File: config.mk
export PLATFORM = sky130hd
export DESIGN_NAME = uc_multiciclo
export DESIGN_NICKNAME = d
export VERILOG_FILES = /design/src/rtl/uc_multiciclo.sv
export SDC_FILE = /design/constraint.sdc
export NUM_CORES = 1
export LEC_CHECK = 0
export ABC_AREA = 1
export BUFFER_PORTS_ARGS = -buffer_cell sky130_fd_sc_hd__clkbuf_2
export CAP_MARGIN = 20
export CORE_MARGIN = 2
export CORE_UTILIZATION = 45
export CTS_BUF_LIST = sky130_fd_sc_hd__clkbuf_8
export CTS_CLUSTER_SIZE = 12
export DETAILED_ROUTE_END_ITERATION = 10
export PLACE_DENSITY = 0.79
export SETUP_SLACK_MARGIN = 0.05
export SLEW_MARGIN = 15
export SYNTH_ARGS = -nofsm -noshare
export SYNTH_HDL_FRONTEND = slang
export SYNTH_SLANG_ARGS = --single-unit
File: constraint.sdc
create_clock -name clk -period 5.3 [get_ports clk]
set_clock_uncertainty 0.1 [all_clocks]
set_input_delay 1.06 -clock clk [delete_from_list [all_inputs] [get_ports clk]]
set_output_delay 1.06 -clock clk [all_outputs]
set_load 0.005 [all_outputs]
File: src/rtl/uc_multiciclo.sv
// Multicycle control unit for ld/sd/add/sub/addi driving register file, ULA and data memory.
// Optional build macro X0_PROTECT_EN: suppresses register writes that target x0.
module uc_multiciclo #(
  parameter int DATA_WIDTH = 64,
  parameter int MEM_LAT    = 1
) (
  input  logic                  clk,
  input  logic                  reset,
  input  logic [31:0]           instr,
  input  logic                  instr_valid,
  output logic                  instr_ready,
  output logic [4:0]            Ra,
  output logic [4:0]            Rb,
  output logic [4:0]            Rw,
  output logic                  WeR,
  output logic                  WeM,
  output logic [DATA_WIDTH-1:0] constante,
  output logic                  soma_ou_subtrai,
  output logic                  subtraindo,
  output logic [1:0]            escolhe_entrada1,
  output logic [1:0]            escolhe_entrada2,
  output logic                  sel_dinR,
  output logic                  done,
  output logic                  erro
);

  typedef enum logic [2:0] {S_IDLE, S_DECODE, S_EXEC, S_MEM, S_WB} state_t;

  state_t      r_state, w_next;
  logic [31:0] r_instr;
  logic [3:0]  r_cnt, w_cnt_nxt;
  logic        w_wer, w_wem, w_done, w_erro;

  logic [6:0]  w_op, w_f7;
  logic [2:0]  w_f3;
  logic [4:0]  w_rd, w_rs1, w_rs2;
  logic [11:0] w_imm_i, w_imm_s;
  logic        w_is_ld, w_is_sd, w_is_r, w_is_addi, w_legal;

  function automatic logic [DATA_WIDTH-1:0] sext12(input logic [11:0] v);
    return {{(DATA_WIDTH-12){v[11]}}, v};
  endfunction

  assign w_op    = r_instr[6:0];
  assign w_rd    = r_instr[11:7];
  assign w_f3    = r_instr[14:12];
  assign w_rs1   = r_instr[19:15];
  assign w_rs2   = r_instr[24:20];
  assign w_f7    = r_instr[31:25];
  assign w_imm_i = r_instr[31:20];
  assign w_imm_s = {r_instr[31:25], r_instr[11:7]};

  assign w_is_ld   = (w_op == 7'b0000011) && (w_f3 == 3'b011);
  assign w_is_sd   = (w_op == 7'b0100011) && (w_f3 == 3'b011);
  assign w_is_r    = (w_op == 7'b0110011) && (w_f3 == 3'b000) &&
                     ((w_f7 == 7'b0000000) || (w_f7 == 7'b0100000));
  assign w_is_addi = (w_op == 7'b0010011) && (w_f3 == 3'b000);
  assign w_legal   = w_is_ld | w_is_sd | w_is_r | w_is_addi;

  // Datapath controls follow the latched word, so they hold from DECODE to the next DECODE.
  always_comb begin
    Ra               = '0;
    Rb               = '0;
    Rw               = '0;
    constante        = '0;
    soma_ou_subtrai  = 1'b0;
    subtraindo       = 1'b0;
    escolhe_entrada1 = 2'd0;
    escolhe_entrada2 = 2'd0;
    sel_dinR         = 1'b0;
    if (w_is_ld) begin
      Rb               = w_rs1;
      Rw               = w_rd;
      constante        = sext12(w_imm_i);
      escolhe_entrada2 = 2'd2;
      sel_dinR         = 1'b1;
      soma_ou_subtrai  = 1'b1;
    end else if (w_is_sd) begin
      Rb               = w_rs1;
      Ra               = w_rs2;
      constante        = sext12(w_imm_s);
      escolhe_entrada2 = 2'd2;
      soma_ou_subtrai  = 1'b1;
    end else if (w_is_r) begin
      Ra               = w_rs1;
      Rb               = w_rs2;
      Rw               = w_rd;
      escolhe_entrada1 = 2'd1;
      subtraindo       = w_f7[5];
      soma_ou_subtrai  = 1'b1;
    end else if (w_is_addi) begin
      Rb               = w_rs1;
      Rw               = w_rd;
      constante        = sext12(w_imm_i);
      escolhe_entrada2 = 2'd2;
      soma_ou_subtrai  = 1'b1;
    end
  end

  always_comb begin
    w_next      = r_state;
    w_cnt_nxt   = r_cnt;
    instr_ready = 1'b0;
    w_wer       = 1'b0;
    w_wem       = 1'b0;
    w_done      = 1'b0;
    w_erro      = 1'b0;
    unique case (r_state)
      S_IDLE: begin
        instr_ready = 1'b1;
        if (instr_valid) w_next = S_DECODE;
      end
      S_DECODE: begin
        if (w_legal) w_next = S_EXEC;
        else begin
          w_erro = 1'b1;
          w_next = S_IDLE;
        end
      end
      S_EXEC: begin
        w_cnt_nxt = '0;
        w_next    = (w_is_ld || w_is_sd) ? S_MEM : S_WB;
      end
      S_MEM: begin
        if (w_is_sd) begin
          w_wem  = 1'b1;
          w_done = 1'b1;
          w_next = S_IDLE;
        end else if (r_cnt == 4'(MEM_LAT - 1)) begin
          w_next = S_WB;
        end else begin
          w_cnt_nxt = r_cnt + 4'd1;
        end
      end
      S_WB: begin
`ifdef X0_PROTECT_EN
        w_wer  = (w_rd != 5'd0);
`else
        w_wer  = 1'b1;
`endif
        w_done = 1'b1;
        w_next = S_IDLE;
      end
      default: w_next = S_IDLE;
    endcase
  end

  // Strobes are masked during reset so an interrupted operation never commits.
  assign WeR  = w_wer  & ~reset;
  assign WeM  = w_wem  & ~reset;
  assign done = w_done & ~reset;
  assign erro = w_erro & ~reset;

  always_ff @(posedge clk) begin
    if (reset) begin
      r_state <= S_IDLE;
      r_cnt   <= '0;
      r_instr <= '0;
    end else begin
      r_state <= w_next;
      r_cnt   <= w_cnt_nxt;
      if (r_state == S_IDLE && instr_valid) r_instr <= instr;
    end
  end

endmodule
# --- Word-level counts from Yosys, hierarchy flattened ---
# Cells that the tools add are included.
# Widths: inputs -> output; s select.
word_totals:
  input_bits: 35
  wordCells: 87
  regBits: 39
  output_inout_bits: 91
classes:
  addsub: 1
  bitwise: 8
  n_mux: 46
  n_eq_ne: 14
  n_reduce_logical: 15
ops:
  columns: ["op", "count"]
  rows:
  - ["$mux 64", 4]
  - ["$mux 5", 11]
  - ["$eq 7x6->1 const B", 3]
  - ["$mux 1", 17]
  - ["$mux 3", 4]
  - ["$pmux 3 s4", 1]
  - ["$mux 2", 5]
  - ["$eq 3x2->1 const B", 3]
  - ["$mux 4", 2]
  - ["$pmux 4 s2", 1]
  - ["$eq 7x2->1 const B", 1]
  - ["$eq 7x5->1 const B", 1]
  - ["$logic_not 7->1", 1]
  - ["$logic_and 1x1->1", 6]
  - ["$logic_not 3->1", 2]
  - ["$ne 2x2->1 const B", 3]
  - ["$add 4x1->4 const B", 1]
  - ["$and 1x1->1", 4]
  - ["$logic_not 4->1", 1]
  - ["$eq 3x1->1 const B", 1]
  - ["$eq 3x3->1 const B", 1]
  - ["$ne 3x3->1 const B", 1]
  - ["$or 1x1->1", 3]
  - ["$reduce_and 3->1", 1]
  - ["5 further kinds", 6]

# --- Depth between registers and ports, before layout ---
logic_depth:
  ltp_word: 8
  depth_mapped: 10
  mapped_depth_nobuf: 9

# --- Least setup slack after synthesis ---
# No wires, ideal clock.
synth_timing:
  kind: "register to output"
  startpoint: "register r_instr[1]"
  endpoint: "output constante[12]"
  t_required_ps: 4140
  slack_ps: 1151
  path_buffers: 2
  arrival_time_ps: 2989
  stages_incl_launch_ff: 11
  cell_sequence: "dfxtp_1 > nand2_1 > inv_1 > nand2_1 > nor2_2 > nand2_2 > nand2_4 > inv_2 > buf_6 > nor2_1 > buf_4"
synth_between:
  elab_chain_len: 6
  elab_cells_between_ends: 13
  classes_between: "4 x eq/ne; 4 x mux; 5 x reduce/logical"
synth_lines:
  columns: ["item", "line_no", "source"]
  rows:
  - ["start, declared", "30", "logic [31:0] r_instr;"]
  - ["start signal, assigned", "162", "if (r_state == S_IDLE && instr_valid) r_instr <= instr;"]
  - ["$eq 7x5->1 / $eq 7x6->1 (equally long branches)", "57, 55", null]
  - ["$logic_and 1x1->1, on equally long branches", "57, 55", null]
  - ["$mux 64 / $logic_and 1x1->1 (equally long branches)", "91, 55", null]
  - ["$mux 64", "84", "end else if (w_is_r) begin"]
  - ["$mux 64", "78", "end else if (w_is_sd) begin"]
  - ["$mux 64 (*)", "71", "if (w_is_ld) begin"]
  - ["end, declared", "17", "output logic [DATA_WIDTH-1:0] constante,"]
# Every way passes the cells marked *; elsewhere a longest branch is shown, timed or not.

# --- Worst setup path in the final report ---
layout_timing:
  startpoint: "register r_instr[1]"
  endpoint: "output constante[44]"
# Same word-level chain as after synthesis.

==> flow_metrics.py <==
metrics = {
    "run_status": {
        "status": "completed",
    },
    "clock_tree": {
        "root_buffer": "clkbuf_8",
        "clock_latency_ps": 290,
        "cts_made_buffers": 5,
        "clk_transition_reported_paths_ps": 70,
        "htree_levels": 2,
        "cts_hold_buf": 0,
        "cts_resized": 0,
        "clkSinkCount": 39,
        "cts_buffer_depth": 2,
        "cts_tree": "done",
        "cts_setup_buffers": 0,
    },
    "floorplanning": {
        "die_w_um": 78.1,
        "start_util_pct": 47.5,
        "std_cell_rows": 26,
        "die-area_sq_um": 6110,
        "die_h_um": 78.1,
        "ios": 126,
        "core_area_sq_um": 5200,
    },
    "sta": {
        "setup_viol": 0,
        "clock.fmax_mhz": 317,
        "hold_ws_ps": 365,
        "period_share_pct": 59.5,
        "drv_slew": 0,
        "relSlewSlack_pct": 37.9,
        "tightest_slew_ps": 930,
        "min_period_ps": 3150,
        "hold_violations": 0,
        "rsz0062_at_grt": "false",
        "fin_setup_tns_ps": 0,
    },
    "placed_design": {
        "portBuffers": 123,
        "gp_congestion": 0.804,
        "hpwl_um": 3880,
    },
    "route": {
        "wl_per_cell_um": 11.4,
        "vias_per_cell": 4.72,
        "drc": 0,
        "ant_nets": 0,
        "wl_um": 5280,
        "dr_total_vias": 2194,
        "dr.pass1.iters": 4,
        "drt_iter0_markers": 193,
    },
    "pwr": {
        "leakage_nw": 1.42,
        "ir_drop_mv": 0.151,
        "cellPowerDensity_nw_per_um2": 218,
    },
    "min_path": {
        "hp-start": "r_instr[6]$_SDFFE_PP0P_",
        "worstHoldPathType": "reg2reg",
        "min_to": "r_instr[6]$_SDFFE_PP0P_",
        "hold_path_depth": 2,
    },
    "logic_synthesis": {
        "synth.cell_area_sq_um": 2470,
        "ys_ff_latch": 39,
        "yosys_warnings": 0,
        "yosysUniqueCellTypes": 36,
        "syn_inst": 329,
        "syn-mean-instance-area_sq_um": 7.52,
        "ys_seq_area_share_pct": 31.6,
    },
    "cells_and_area": {
        "fillers": 527,
        "regArea_sq_um": 781,
        "drive_above_1_share_pct": 41.5,
        "syn_to_final_growth_pct": 11.7,
        "nNetsFinal": 431,
        "antenna_cells": 0,
        "multi_input_area_sq_um": 1010,
    },
    "global_route": {
        "grt_overflow_total": 0,
        "grt_pass1_wl_um": 8330,
        "antenna_found_initial": 0,
        "grt_pass1_vias": 1829,
        "grt_max_degree": 62,
        "grt_usage_pct": 17.2,
    },
    "critical_path": {
        "cp-start-kind": "register",
        "r2r_setup_slack_ps": 3710,
        "ff2ff_path_depth": 8,
        "end_kind": "output port",
        "rr_startpoint": "r_instr[1]$_SDFFE_PP0P_",
        "cp.required_ps": 4140,
        "worstSetupPathType": "reg2out",
        "r2r-end": "r_state[1]$_SDFFE_PP0P_",
        "crit_fanout": 53,
        "critPathArrivalTime_ps": 1990,
    },
    "flow_run": {
        "drv_cap": 0,
    },
}
==> registers in the layout (all words and copies together), names as in the netlist <==
register / count
r_cnt: 4
r_instr: 32
r_state: 3
==> cells by family after synthesis <==
| kind of cell | count (synthesis) | share of synthesized area [%] |
|---|---|---|
| xor gates and xnor gates | 2 | 0.708 |
| buffers and inverters | 113 | 27.7 |
| other | 1 | 0.152 |
| DFF | 39 | 31.6 |
| adders and majority gates | 2 | 1.01 |
| AOI/OAI and AO/OA | 91 | 21.8 |
| and+or+nand+nor | 81 | 17.1 |
==> where the power goes <==
group	total (mW)	switching [mW]	internal, mW
clock network	0.191	0.103	0.0885
logic	0.0848	0.0534	0.0314
registers	0.326	0.0114	0.314
total	0.602	0.168	0.434
==> final cells by class <==
cell class	count	share of cell area, %
timing repair buffer	124	22.6
sequential	39	28.3
clock buffer	5	2.49
clock inverter	3	0.453
tap	70	3.17
multi-input combinational	178	36.7
inverter	46	6.39
==> cell usage after synthesis, drive strengths merged <==
master  instances  area [sq um]
inv            45           171
o21ai          36           195
clkbuf          4          15.0
ha              2          25.0
nor3            3          20.0
o22ai          10          81.3
a31oi           2          27.5
clkinv          1          5.00
nand4           4          25.0
xor2            2          17.5
conb            1          3.75
nand3          12          77.6
nor2           26           123
dfxtp          39           781
nand3b          1          7.51
a211oi          1          12.5
buf            63           494
nand2          35           170
a21oi          42           221
==> worst max-delay path by stage <==
| stage | depth (start not counted) | startpoint | endpoint |
|---|---|---|---|
| detailed placement | 10 | r_instr[1]$_SDFFE_PP0P_ | constante[16] |
| finish | 10 | r_instr[1]$_SDFFE_PP0P_ | constante[44] |
| floorplan | 10 | r_instr[1]$_SDFFE_PP0P_ | constante[12] |
| global placement | 10 | r_instr[0]$_SDFFE_PP0P_ | constante[44] |
| global route | 10 | r_instr[1]$_SDFFE_PP0P_ | constante[36] |
| CTS | 10 | r_instr[1]$_SDFFE_PP0P_ | constante[16] |
==> critical path, cell delays in order (launching register included) <==
cell	delay, ps
dfxtp_1	340
nand2_1	90
inv_1	60
nand2_1	70
nor2_2	130
nand2_2	100
nand2_4	100
inv_2	130
nor2_2	110
buf_4	360
clkbuf_2	190
==> cell usage in the layout (no fill, tap or decap), types with 3 or more instances in the layout <==
cell type / count
o22ai_2: 3
a21oi_2: 3
inv_1: 42
nand3_1: 10
o21ai_1: 26
nor2_2: 5
nand4_1: 4
clkbuf_8: 5
a21oi_1: 39
o22ai_1: 7
o21ai_0: 6
inv_2: 4
nand2_2: 3
nor2_1: 19
nand2_1: 29
clkbuf_2: 123
o21ai_2: 4
dfxtp_1: 39
==> metal layers <==
metal  vias to the layer above  track usage [%]  routed length (um)
met5                         -                0                   0
met4                         0             5.26                  45
met3                         4             5.06                 442
met2                       101             28.4                2380
met1                       947             21.6                2410
li1                       1142                -                   -
==> metrics by stage <==
stage / total power, mW / cells / instance area (sq um) / setup WS, ps / util (%)
final: 0.602 / 465 / 2760 / 2150 / 53.1
after global routing: 0.639 / 465 / 2760 / 1970 / 53.1
after CTS: 0.608 / 465 / 2760 / 2120 / 53.1
after detailed placement: 0.417 / 457 / 2680 / 2450 / 51.5
after global placement: 0.415 / 457 / 2680 / 2520 / 51.5
after floorplan: 0.399 / 330 / 2480 / 1150 / -
Note: power is estimated with default switching activity, not from simulation.
